==> src/rtl/tmds_video_timing_if.sv <==
// Bus between the raster timing / test-pattern source and its consumer.
//
// Purpose: bundles the pixel-rate enable, pattern controls and the aligned
// timing/pixel outputs.
//
// Ports (interface members):
//   en          pixel-rate enable (master -> slave)
//   pattern_sel 00 bars, 01 checkerboard, 10 gradient, 11 solid (master -> slave)
//   solid_rgb   {R,G,B} for the solid pattern (master -> slave)
//   de, hsync, vsync, x, y, frame_start, line_start, r, g, b
//               registered timing and pixel outputs (slave -> master)
interface tmds_video_timing_if #(
  parameter int CW = 12
);
  logic          en;
  logic [1:0]    pattern_sel;
  logic [23:0]   solid_rgb;
  logic          de;
  logic          hsync;
  logic          vsync;
  logic [CW-1:0] x;
  logic [CW-1:0] y;
  logic          frame_start;
  logic          line_start;
  logic [7:0]    r;
  logic [7:0]    g;
  logic [7:0]    b;

  modport master (
    output en, pattern_sel, solid_rgb,
    input  de, hsync, vsync, x, y, frame_start, line_start, r, g, b
  );

  modport slave (
    input  en, pattern_sel, solid_rgb,
    output de, hsync, vsync, x, y, frame_start, line_start, r, g, b
  );
endinterface

==> src/rtl/tmds_video_timing.sv <==
// Raster timing generator and RGB test-pattern source for three TMDS encoders.
//
// Purpose: walks an (h,v) raster and produces DE, HSYNC/VSYNC, active-region
// coordinates, frame/line start pulses and an 8-bit-per-channel test pattern.
// Every output is registered from the pre-increment (h,v), so all of them are
// aligned with one enabled cycle of latency.
//
// Ports:
//   clk  pixel clock
//   rst  synchronous active-high reset
//   vif  tmds_video_timing_if.slave: en, pattern_sel, solid_rgb in;
//        de, hsync, vsync, x, y, frame_start, line_start, r, g, b out
module tmds_video_timing #(
  parameter int H_ACTIVE = 640,
  parameter int H_FP     = 16,
  parameter int H_SYNC   = 96,
  parameter int H_BP     = 48,
  parameter int V_ACTIVE = 480,
  parameter int V_FP     = 10,
  parameter int V_SYNC   = 2,
  parameter int V_BP     = 33,
  parameter bit HS_POL   = 1'b0,
  parameter bit VS_POL   = 1'b0,
  parameter int CW       = 12
) (
  input  logic                   clk,
  input  logic                   rst,
  tmds_video_timing_if.slave     vif
);

  localparam int H_TOT = H_ACTIVE + H_FP + H_SYNC + H_BP;
  localparam int V_TOT = V_ACTIVE + V_FP + V_SYNC + V_BP;
  localparam int BAR_W = H_ACTIVE / 8;

  localparam logic [CW-1:0] ZERO_C     = {CW{1'b0}};
  localparam logic [CW-1:0] ONE_C      = {{(CW-1){1'b0}}, 1'b1};
  localparam logic [CW-1:0] H_ACT_C    = CW'(H_ACTIVE);
  localparam logic [CW-1:0] H_MAX_C    = CW'(H_TOT - 1);
  localparam logic [CW-1:0] HS_BEG_C   = CW'(H_ACTIVE + H_FP);
  localparam logic [CW-1:0] HS_END_C   = CW'(H_ACTIVE + H_FP + H_SYNC);
  localparam logic [CW-1:0] V_ACT_C    = CW'(V_ACTIVE);
  localparam logic [CW-1:0] V_MAX_C    = CW'(V_TOT - 1);
  localparam logic [CW-1:0] VS_BEG_C   = CW'(V_ACTIVE + V_FP);
  localparam logic [CW-1:0] VS_END_C   = CW'(V_ACTIVE + V_FP + V_SYNC);
  localparam logic [CW-1:0] BAR_LAST_C = CW'(BAR_W - 1);

  // Raster position and pattern state
  logic [CW-1:0] h_r;
  logic [CW-1:0] v_r;
  logic [1:0]    pat_r;
  logic [CW-1:0] bar_pos_r;
  logic [2:0]    bar_idx_r;

  // Output registers
  logic          de_r;
  logic          hsync_r;
  logic          vsync_r;
  logic [CW-1:0] x_r;
  logic [CW-1:0] y_r;
  logic          frame_start_r;
  logic          line_start_r;
  logic [7:0]    r_r;
  logic [7:0]    g_r;
  logic [7:0]    b_r;

  // Combinational next-output values derived from the current (h,v)
  logic          at_origin_s;
  logic [1:0]    pat_s;
  logic          de_s;
  logic          hsync_s;
  logic          vsync_s;
  logic [7:0]    grad_b_s;
  logic [23:0]   rgb_s;

  // Decode timing and select the pixel colour for the current raster position
  always_comb begin
    at_origin_s = (h_r == ZERO_C) && (v_r == ZERO_C);
    // The pattern sampled at (0,0) already applies to pixel (0,0) itself.
    pat_s    = at_origin_s ? vif.pattern_sel : pat_r;
    de_s     = (h_r < H_ACT_C) && (v_r < V_ACT_C);
    hsync_s  = ((h_r >= HS_BEG_C) && (h_r < HS_END_C)) ? HS_POL : ~HS_POL;
    // v only changes on the h wrap, so vsync naturally switches with h==0.
    vsync_s  = ((v_r >= VS_BEG_C) && (v_r < VS_END_C)) ? VS_POL : ~VS_POL;
    grad_b_s = h_r[7:0] + v_r[7:0];
    rgb_s    = 24'h000000;
    if (de_s) begin
      case (pat_s)
        2'b00: begin
          case (bar_idx_r)
            3'd0:    rgb_s = 24'hFFFFFF;
            3'd1:    rgb_s = 24'hFFFF00;
            3'd2:    rgb_s = 24'h00FFFF;
            3'd3:    rgb_s = 24'h00FF00;
            3'd4:    rgb_s = 24'hFF00FF;
            3'd5:    rgb_s = 24'hFF0000;
            3'd6:    rgb_s = 24'h0000FF;
            default: rgb_s = 24'h000000;
          endcase
        end
        2'b01:   rgb_s = (h_r[5] ^ v_r[5]) ? 24'hFFFFFF : 24'h000000;
        2'b10:   rgb_s = {h_r[7:0], v_r[7:0], grad_b_s};
        2'b11:   rgb_s = vif.solid_rgb;
        default: rgb_s = 24'h000000;
      endcase
    end else begin
      rgb_s = 24'h000000;
    end
  end

  // Advance the h/v raster counters on every enabled cycle
  always_ff @(posedge clk) begin
    if (rst) begin
      h_r <= ZERO_C;
      v_r <= ZERO_C;
    end else if (vif.en) begin
      if (h_r == H_MAX_C) begin
        h_r <= ZERO_C;
        v_r <= (v_r == V_MAX_C) ? ZERO_C : (v_r + ONE_C);
      end else begin
        h_r <= h_r + ONE_C;
      end
    end
  end

  // Track the colour-bar index with a per-bar pixel counter instead of dividing h
  always_ff @(posedge clk) begin
    if (rst) begin
      bar_pos_r <= ZERO_C;
      bar_idx_r <= 3'd0;
    end else if (vif.en) begin
      if (h_r == H_MAX_C) begin
        bar_pos_r <= ZERO_C;
        bar_idx_r <= 3'd0;
      end else if (bar_pos_r == BAR_LAST_C) begin
        bar_pos_r <= ZERO_C;
        bar_idx_r <= bar_idx_r + 3'd1;
      end else begin
        bar_pos_r <= bar_pos_r + ONE_C;
      end
    end
  end

  // Latch the pattern selection once per frame at the raster origin
  always_ff @(posedge clk) begin
    if (rst) begin
      pat_r <= 2'b00;
    end else if (vif.en && at_origin_s) begin
      pat_r <= vif.pattern_sel;
    end
  end

  // Register every output together so timing and pixel stay aligned
  always_ff @(posedge clk) begin
    if (rst) begin
      de_r          <= 1'b0;
      hsync_r       <= ~HS_POL;
      vsync_r       <= ~VS_POL;
      x_r           <= ZERO_C;
      y_r           <= ZERO_C;
      frame_start_r <= 1'b0;
      line_start_r  <= 1'b0;
      r_r           <= 8'h00;
      g_r           <= 8'h00;
      b_r           <= 8'h00;
    end else if (vif.en) begin
      de_r          <= de_s;
      hsync_r       <= hsync_s;
      vsync_r       <= vsync_s;
      x_r           <= de_s ? h_r : ZERO_C;
      y_r           <= de_s ? v_r : ZERO_C;
      frame_start_r <= at_origin_s;
      line_start_r  <= (h_r == ZERO_C);
      r_r           <= rgb_s[23:16];
      g_r           <= rgb_s[15:8];
      b_r           <= rgb_s[7:0];
    end
  end

  assign vif.de          = de_r;
  assign vif.hsync       = hsync_r;
  assign vif.vsync       = vsync_r;
  assign vif.x           = x_r;
  assign vif.y           = y_r;
  assign vif.frame_start = frame_start_r;
  assign vif.line_start  = line_start_r;
  assign vif.r           = r_r;
  assign vif.g           = g_r;
  assign vif.b           = b_r;

endmodule

==> src/flat_wrapper.sv <==
// flat-port wrapper written by rule: the top's interface ports become plain ports
module tmds_video_timing_flat 
#(
  parameter int H_ACTIVE = 640,
  parameter int H_FP     = 16,
  parameter int H_SYNC   = 96,
  parameter int H_BP     = 48,
  parameter int V_ACTIVE = 480,
  parameter int V_FP     = 10,
  parameter int V_SYNC   = 2,
  parameter int V_BP     = 33,
  parameter bit HS_POL   = 1'b0,
  parameter bit VS_POL   = 1'b0,
  parameter int CW       = 12
)
  (clk, rst, vif_en, vif_pattern_sel, vif_solid_rgb, vif_de, vif_hsync, vif_vsync, vif_x, vif_y, vif_frame_start, vif_line_start, vif_r, vif_g, vif_b);
  tmds_video_timing_if #(.CW(CW)) vif_i ();
  input  logic clk;
  input  logic rst;
  input wire logic [$bits(vif_i.en)-1:0] vif_en;
  input wire logic [$bits(vif_i.pattern_sel)-1:0] vif_pattern_sel;
  input wire logic [$bits(vif_i.solid_rgb)-1:0] vif_solid_rgb;
  output wire logic [$bits(vif_i.de)-1:0] vif_de;
  output wire logic [$bits(vif_i.hsync)-1:0] vif_hsync;
  output wire logic [$bits(vif_i.vsync)-1:0] vif_vsync;
  output wire logic [$bits(vif_i.x)-1:0] vif_x;
  output wire logic [$bits(vif_i.y)-1:0] vif_y;
  output wire logic [$bits(vif_i.frame_start)-1:0] vif_frame_start;
  output wire logic [$bits(vif_i.line_start)-1:0] vif_line_start;
  output wire logic [$bits(vif_i.r)-1:0] vif_r;
  output wire logic [$bits(vif_i.g)-1:0] vif_g;
  output wire logic [$bits(vif_i.b)-1:0] vif_b;
  assign vif_i.en = vif_en;
  assign vif_i.pattern_sel = vif_pattern_sel;
  assign vif_i.solid_rgb = vif_solid_rgb;
  assign vif_de = vif_i.de;
  assign vif_hsync = vif_i.hsync;
  assign vif_vsync = vif_i.vsync;
  assign vif_x = vif_i.x;
  assign vif_y = vif_i.y;
  assign vif_frame_start = vif_i.frame_start;
  assign vif_line_start = vif_i.line_start;
  assign vif_r = vif_i.r;
  assign vif_g = vif_i.g;
  assign vif_b = vif_i.b;
  tmds_video_timing #(.H_ACTIVE(H_ACTIVE), .H_FP(H_FP), .H_SYNC(H_SYNC), .H_BP(H_BP), .V_ACTIVE(V_ACTIVE), .V_FP(V_FP), .V_SYNC(V_SYNC), .V_BP(V_BP), .HS_POL(HS_POL), .VS_POL(VS_POL), .CW(CW)) u_core (.clk(clk), .rst(rst), .vif(vif_i));
endmodule
==> config.mk <==
export PLATFORM = sky130hd
export DESIGN_NAME = tmds_video_timing_flat
export DESIGN_NICKNAME = d
export VERILOG_FILES = /design/src/rtl/tmds_video_timing_if.sv /design/src/rtl/tmds_video_timing.sv /design/src/flat_wrapper.sv
export SDC_FILE = /design/constraint.sdc
export NUM_CORES = 1
export LEC_CHECK = 0
export CAP_MARGIN = 20
export CORE_MARGIN = 2
export CORE_UTILIZATION = 25
export CTS_CLUSTER_SIZE = 10
export DETAILED_ROUTE_END_ITERATION = 7
export GPL_TIMING_DRIVEN = 0
export SKIP_LAST_GASP = 1
export SLEW_MARGIN = 0
export SYNTH_ARGS = -nofsm -noshare
export SYNTH_HDL_FRONTEND = slang
export SYNTH_SLANG_ARGS = --single-unit
export TNS_END_PERCENT = 100
==> constraint.sdc <==
create_clock -name clk -period 2.25 [get_ports clk]
set_input_delay 0.45 -clock clk [delete_from_list [all_inputs] [get_ports clk]]
set_output_delay 0.45 -clock clk [all_outputs]
set_load 0.005 [all_outputs]
==> summary.md, run 1 <==
| Metric | Value |
|---|---|
| Post-synth cell types | `54` |
| Slew HR | `0.608` |
| DR vias | `3944` |
| Max Slew Vio Count | `0` |
| Final Setup Violations | `23` |
| Detailed-route wire length | `13.3 mm` |
| Fin crit share | `1.10` |
| Syn Std Cell Area | `4400 um2` |
| Core Area | `17200 um2` |
| Mean Syn Cell Area | `9.49 um2` |
| Number of synthesized flops with an enable pin | `0` |
| WP data required | `2.50 ns` |
| Die ar. | `18700 um2` |
| Port Buffers | `79` |
| Yosys top cell area share | `0.427` |
| Fin crit period | `2.46 ns` |
| FF/Latch Area | `1910 um2` |
| R2r worst-path depth | `8` |
| CTS H-tree lvls | `3` |
| Largest net degree at the start of global routing | `17` |
| Worst reg-to-reg setup slack | `-0.21 ns` |
| Post-synth ARST share | `0` |
| Post-route DRC | `0` |
| CTS Buf Count | `9` |
| Design Area, Final | `6200 um2` |
| CP Class | `flip-flop to flip-flop` |
| Ys flop type | `dfxtp_1` |
| Wire length of the first global-routing pass | `20.5 mm` |
| Antenna violations before repair | `0` |
| Area contributors post-synth | `dfxtp_1 (43%), a22o_1 (8.2%), a221o_1 (5.0%), ha_1 (4.8%), nor2_1 (4.7%)` |
| # clock sinks | `94` |
| Area growth from synthesis to layout | `40.7%` |
| CP startpoint kind | `flip-flop` |
| Hold_buf cts | `0` |
| TritonCTS clock tree | `yes` |
| Clock-pin slew on the worst setup and hold paths | `0.07 ns` |
| Worst setup EP type | `flip-flop` |
| Fmax | `406 MHz` |
| Gr usage total | `0.146` |
| Mapped Cells | `464` |
| Initial Util | `0.256` |
| Die height | `137 um` |
| Register area share after synthesis | `0.427` |
| Multi-input logic area | `2450 um2` |
| HP Class | `flip-flop to flip-flop` |
| Placed inst area | `5480 um2` |
| CTS Buffer Depth | `2` |
| Synth warn | `0` |
| GRT overflow | `0` |
| Synth cell count leaders | `dfxtp_1 (94), nor2_1 (55), a22o_1 (41)` |
| NumNets Final | `624` |
| Leak pwr | `0.00242 uW` |
| Hpwl dp | `9.35 mm` |
| TritonRoute pass-1 iters | `4` |
| Post-synthesis register bit count | `94` |
| DR vias/cell | `4.89` |
| Worst setup margin | `-0.214 ns` |
| GPL Wtd Cong | `0.852` |
| Worst Skew | `0.00601 ns` |
| Filler cells | `1668` |
| Die Span X | `137 um` |
| DRT antenna net count | `0` |
| Hold_ws | `0.461 ns` |
| Max Cap Viol | `0` |
| Worst Max-Slew Pin Slew | `0.587 ns` |
| Vias in the first global route | `3785` |
| WL per Instance | `16.5 um` |
| Setup repair after global routing missed its margin | `true` |
| Share of cells above drive strength 1 | `0.156` |
| Clk_lat worst skew | `0.36 ns` |
| Crit path arrival time | `2.71 ns` |
| Power Dens Cells | `672 nW/um2` |
| Most common cell in the netlist | `dfxtp_1` |
| DR iter-0 viols | `249` |
| Final Hold Vio Count | `0` |
| Largest area contributor in the netlist | `dfxtp_1` |
| ANT cells | `0` |
| Dpl ws | `-0.785 ns` |
| Standard-cell rows | `48` |
| Root Buffer | `clkbuf_16` |
| Crit-path max FO | `5` |
| Violated checks | `negative setup slack` |
| Post-Syn Nets | `511` |
| # IOs | `82` |
| Worst hold stages | `1` |
| Status | `finished, violations left` |
| Peak supply drop | `0.369 mV` |
registers in the layout (all words and copies together), names as in the netlist:
signal and flops:
u_core.bar_idx_r 3, u_core.vif.r 8, u_core.vif.hsync 1, u_core.vif.de 1
u_core.pat_r 2, u_core.bar_pos_r 12, u_core.vif.line_start 1, u_core.vif.frame_start 1
u_core.vif.g 8, u_core.vif.vsync 1, u_core.vif.x 12, u_core.v_r 12
u_core.vif.b 8, u_core.vif.y 12, u_core.h_r 12
repair_timing:
item                                    in CTS  in global routing
resized for setup                           37                 24
endpoints found under the hold margin        0                  0
buffers inserted                            14                 10
cloned                                       4                  0
pin swaps                                   23                 16
endpoints found under the setup margin      67                 44
worst paths after layout:
check / from / endpoint
worst max-delay path: u_core.v_r[4] / u_core.vif.r[1]
worst min-delay path: u_core.vif.de / u_core.vif.de
worst max register to register: u_core.v_r[4] / u_core.vif.r[1]
worst min register to register: u_core.vif.de / u_core.vif.de
cell usage in the layout (no fill, tap or decap), types with 7 or more instances in the layout:
| cell type | n |
|---|---|
| nand2_1 | 28 |
| a22o_1 | 41 |
| inv_1 | 14 |
| xor2_1 | 17 |
| mux2i_1 | 7 |
| nand3_1 | 12 |
| and3_1 | 7 |
| clkbuf_16 | 9 |
| a221o_1 | 22 |
| nor2_1 | 54 |
| clkdlybuf4s50_1 | 79 |
| clkbuf_1 | 10 |
| xnor2_1 | 16 |
| dfxtp_4 | 7 |
| and2_1 | 7 |
| buf_6 | 10 |
| o21ai_0 | 9 |
| buf_4 | 23 |
| nand4_1 | 11 |
| dfxtp_1 | 85 |
| ha_1 | 17 |
| a21oi_1 | 13 |
metrics by stage:
stage               utilization  TNS (ns)  total power (uW)  instances
floorplan                     -     -2.88              2110        464
global placement          0.318    -25.99              2360        768
detailed placement        0.318    -28.61              2370        768
CTS                       0.351     -4.15              4200        797
global route              0.359     -5.41              4330        807
finish                    0.359     -3.92              4160        807
final cells by class:
type	count	area share
multi-input combinational	330	0.395
sequential	94	0.308
timing repair buffer	107	0.165
tap	225	0.0454
clock buffer	10	0.0370
buffer	21	0.0222
clock inverter	6	0.0188
inverter	14	0.00848
worst max-delay path, cell delays in order (launching register included):
cell	delay [ns]
dfxtp_4	0.35
or4_4	0.55
nor4b_4	0.22
buf_4	0.19
nand2_4	0.08
mux2_4	0.34
buf_6	0.14
a221o_1	0.29
a22o_1	0.19
routing by layer:
metal / global-route usage / vias up / part of all wire
met5: 0 / - / 0
met4: 0.0556 / 0 / 0.024
met2: 0.247 / 114 / 0.48
met3: 0.0444 / 24 / 0.063
li1: - / 1930 / -
met1: 0.172 / 1876 / 0.43
where the power goes:
| part | total (uW) | switching (uW) | internal [uW] |
|---|---|---|---|
| Combinational | 600 | 254 | 346 |
| Sequential | 1780 | 51.9 | 1720 |
| Clock | 1780 | 688 | 1100 |
| Total | 4160 | 994 | 3170 |
kinds of logic (layout without fill, tap and decap cells):
| group | Yosys count | count (layout) | synth area share |
|---|---|---|---|
| AOI/OAI and AO/OA | 110 | 110 | 0.201 |
| xor gates and xnor gates | 33 | 33 | 0.0656 |
| adders and majority gates | 18 | 18 | 0.0528 |
| buffers and inverters | 40 | 158 | 0.0432 |
| DFF | 94 | 94 | 0.427 |
| muxes | 9 | 9 | 0.0216 |
| and+or+nand+nor | 160 | 160 | 0.188 |
Power figures use the tool's default switching activity.
==> inputs of run 2 (changes only) <==
SKIP_CTS_REPAIR_TIMING = 1   (was default)
==> run 2 against run 1 <==
Clock skew barely moved. Critical endpoint is now u_core.vif.b[0]. The flow still finishes with violations (negative setup slack). Critical path depth is the same. Clock-buffer cell count stayed put. Register-to-register slack got worse by 0.09 ns. Cell area shrank 0.32%. Hold slack is essentially flat. Die area unchanged. Non-clock buffer count shrank 7.
==> summary.md, run 2 (synthesis results as in run 1) <==
| Metric | Value |
|---|---|
| Fin crit period | `2.55 ns` |
| Max Slew Vio Count | `0` |
| Antenna violations before repair | `0` |
| WL per Instance | `16.6 um` |
| TritonCTS clock tree | `yes` |
| NumNets Final | `617` |
| Slowest Stage Delay on Critical Path | `0.56 ns` |
| Clk_lat worst skew | `0.36 ns` |
| Worst setup margin | `-0.301 ns` |
| Peak supply drop | `0.365 mV` |
| Slew HR | `0.583` |
| Status | `finished, violations left` |
| Root Buffer | `clkbuf_16` |
| Vias in the first global route | `3713` |
| TritonRoute pass-1 iters | `4` |
| DRT antenna net count | `0` |
| Critical path's slowest cell | `or4_4` |
| Die ar. | `18700 um2` |
| Detailed-route wire length | `13.3 mm` |
| Area growth from synthesis to layout | `40.2%` |
| Standard-cell rows | `48` |
| M1 GR Usage | `0.167` |
| NetSw | `1010 uW` |
| Fin crit share | `1.13` |
| Worst Max-Slew Pin Slew | `0.626 ns` |
| Non-Filler Instances | `800` |
| Crit-path max FO | `6` |
| Placed Cells incl. Taps | `768` |
| Max Cap Viol | `0` |
| Gr usage total | `0.140` |
| Worst Skew | `0.00592 ns` |
| Hpwl dp | `9.35 mm` |
| Largest net degree at the start of global routing | `17` |
| Port Buffers | `79` |
| Total negative slack | `-5.72 ns` |
| Commonest non-fill, non-tap cell in the layout | `dfxtp_1` |
| GPL Wtd Cong | `0.852` |
| GRT overflow | `0` |
| Sw Share | `0.239` |
| Cell-internal power | `3200 uW` |
| # clock sinks | `94` |
| Power Dens Cells | `682 nW/um2` |
| ANT cells | `0` |
| Comb pwr share | `0.154` |
| Clock-pin slew on the worst setup and hold paths | `0.07 ns` |
| Setup repair after global routing missed its margin | `true` |
| DR iter-0 viols | `228` |
| Post-route DRC | `0` |
| Core Area | `17200 um2` |
| Filler cells | `1682` |
| Violated checks | `negative setup slack` |
| Final Setup Violations | `26` |
| CTS H-tree lvls | `3` |
| Gr busiest metal | `met2` |
| Final Hold Vio Count | `0` |
| Sequential share of power | `0.423` |
| CTS Buffer Depth | `2` |
| Most frequent cells in the layout | `dfxtp_1 (82), clkdlybuf4s50_1 (79), nor2_1 (55)` |
| Clock share of power | `0.423` |
| Leak pwr | `0.00241 uW` |
| Met3 Usage GRT | `0.0474` |
| CP startpoint kind | `flip-flop` |
| DR vias/cell | `4.97` |
| Die height | `137 um` |
| # IOs | `82` |
| CP Class | `flip-flop to flip-flop` |
| Fmax | `392 MHz` |
| CP Cell Sequence | `or4_4, nor4b_4, buf_4, nand2_4, mux2_4, clkbuf_16, a221o_1, a22o_1` |
| DR vias | `3973` |
| Met2 usage | `0.240` |
| Share of cells above drive strength 1 | `0.151` |
| Worst setup EP type | `flip-flop` |
| Die Span X | `137 um` |
| Crit path arrival time | `2.80 ns` |
| Initial Util | `0.256` |
| WP data required | `2.50 ns` |
| Wire length of the first global-routing pass | `19.8 mm` |
| CTS Buf Count | `9` |
| HP Class | `flip-flop to flip-flop` |
==> run 2: routing by layer <==
metal	part of all wire	routed length, um	vias up
li1	-	-	1918
met2	0.49	6520	148
met3	0.072	958	14
met4	0.015	205	0
met5	0	0	-
met1	0.42	5610	1893
==> run 2: area by class of cell <==
type,instances,area (um2),share of cell area
Clock inverter,6,116,0.0188
Tap cell,225,282,0.0456
Clock buffer,10,229,0.0371
Buffer,21,145,0.0235
Sequential cell,94,1900,0.308
Timing Repair Buffer,100,1000,0.163
Multi-Input combinational cell,330,2440,0.395
Inverter,14,52.6,0.00851
==> run 2: metrics by stage <==
step	area [um2]	total power (uW)	worst slack (ns)	utilization	hold slack, ns
2_1_floorplan	4410	2110	-0.157	-	0.449
3_3_place_gp	5480	2360	-0.764	0.318	0.443
3_5_place_dp	5480	2370	-0.785	0.318	0.444
4_1_cts	5830	4150	-0.487	0.338	0.464
5_1_grt	6180	4370	-0.359	0.358	0.497
6_report	6180	4210	-0.301	0.358	0.461
==> run 2: worst max-delay path: cells and delay by family, from the launching register on <==
family | cells | cell delay [ns]
flip-flops | 1 | 0.37
multiplexers | 1 | 0.34
AND/OR/NAND/NOR | 3 | 0.90
buffers and inverters | 2 | 0.35
AO/OA/AOI/OAI | 2 | 0.48
==> run 2: worst paths after layout <==
| check | start | endpoint | slack [ns] | cells past startpoint |
|---|---|---|---|---|
| worst min register to register | u_core.vif.de | u_core.vif.de | 0.46 | 1 |
| worst max-delay path | u_core.v_r[5] | u_core.vif.b[0] | -0.30 | 8 |
| worst min-delay path | u_core.vif.de | u_core.vif.de | 0.46 | 1 |
| worst max register to register | u_core.v_r[5] | u_core.vif.b[0] | -0.30 | 8 |
==> run 2: power groups by stage <==
stage               combinational [uW]  clock (uW)  sequential, uW
floorplan                          304           0            1810
global placement                   540           0            1820
detailed placement                 546           0            1820
CTS                                549        1820            1780
global route                       697        1890            1790
finish                             647        1780            1780
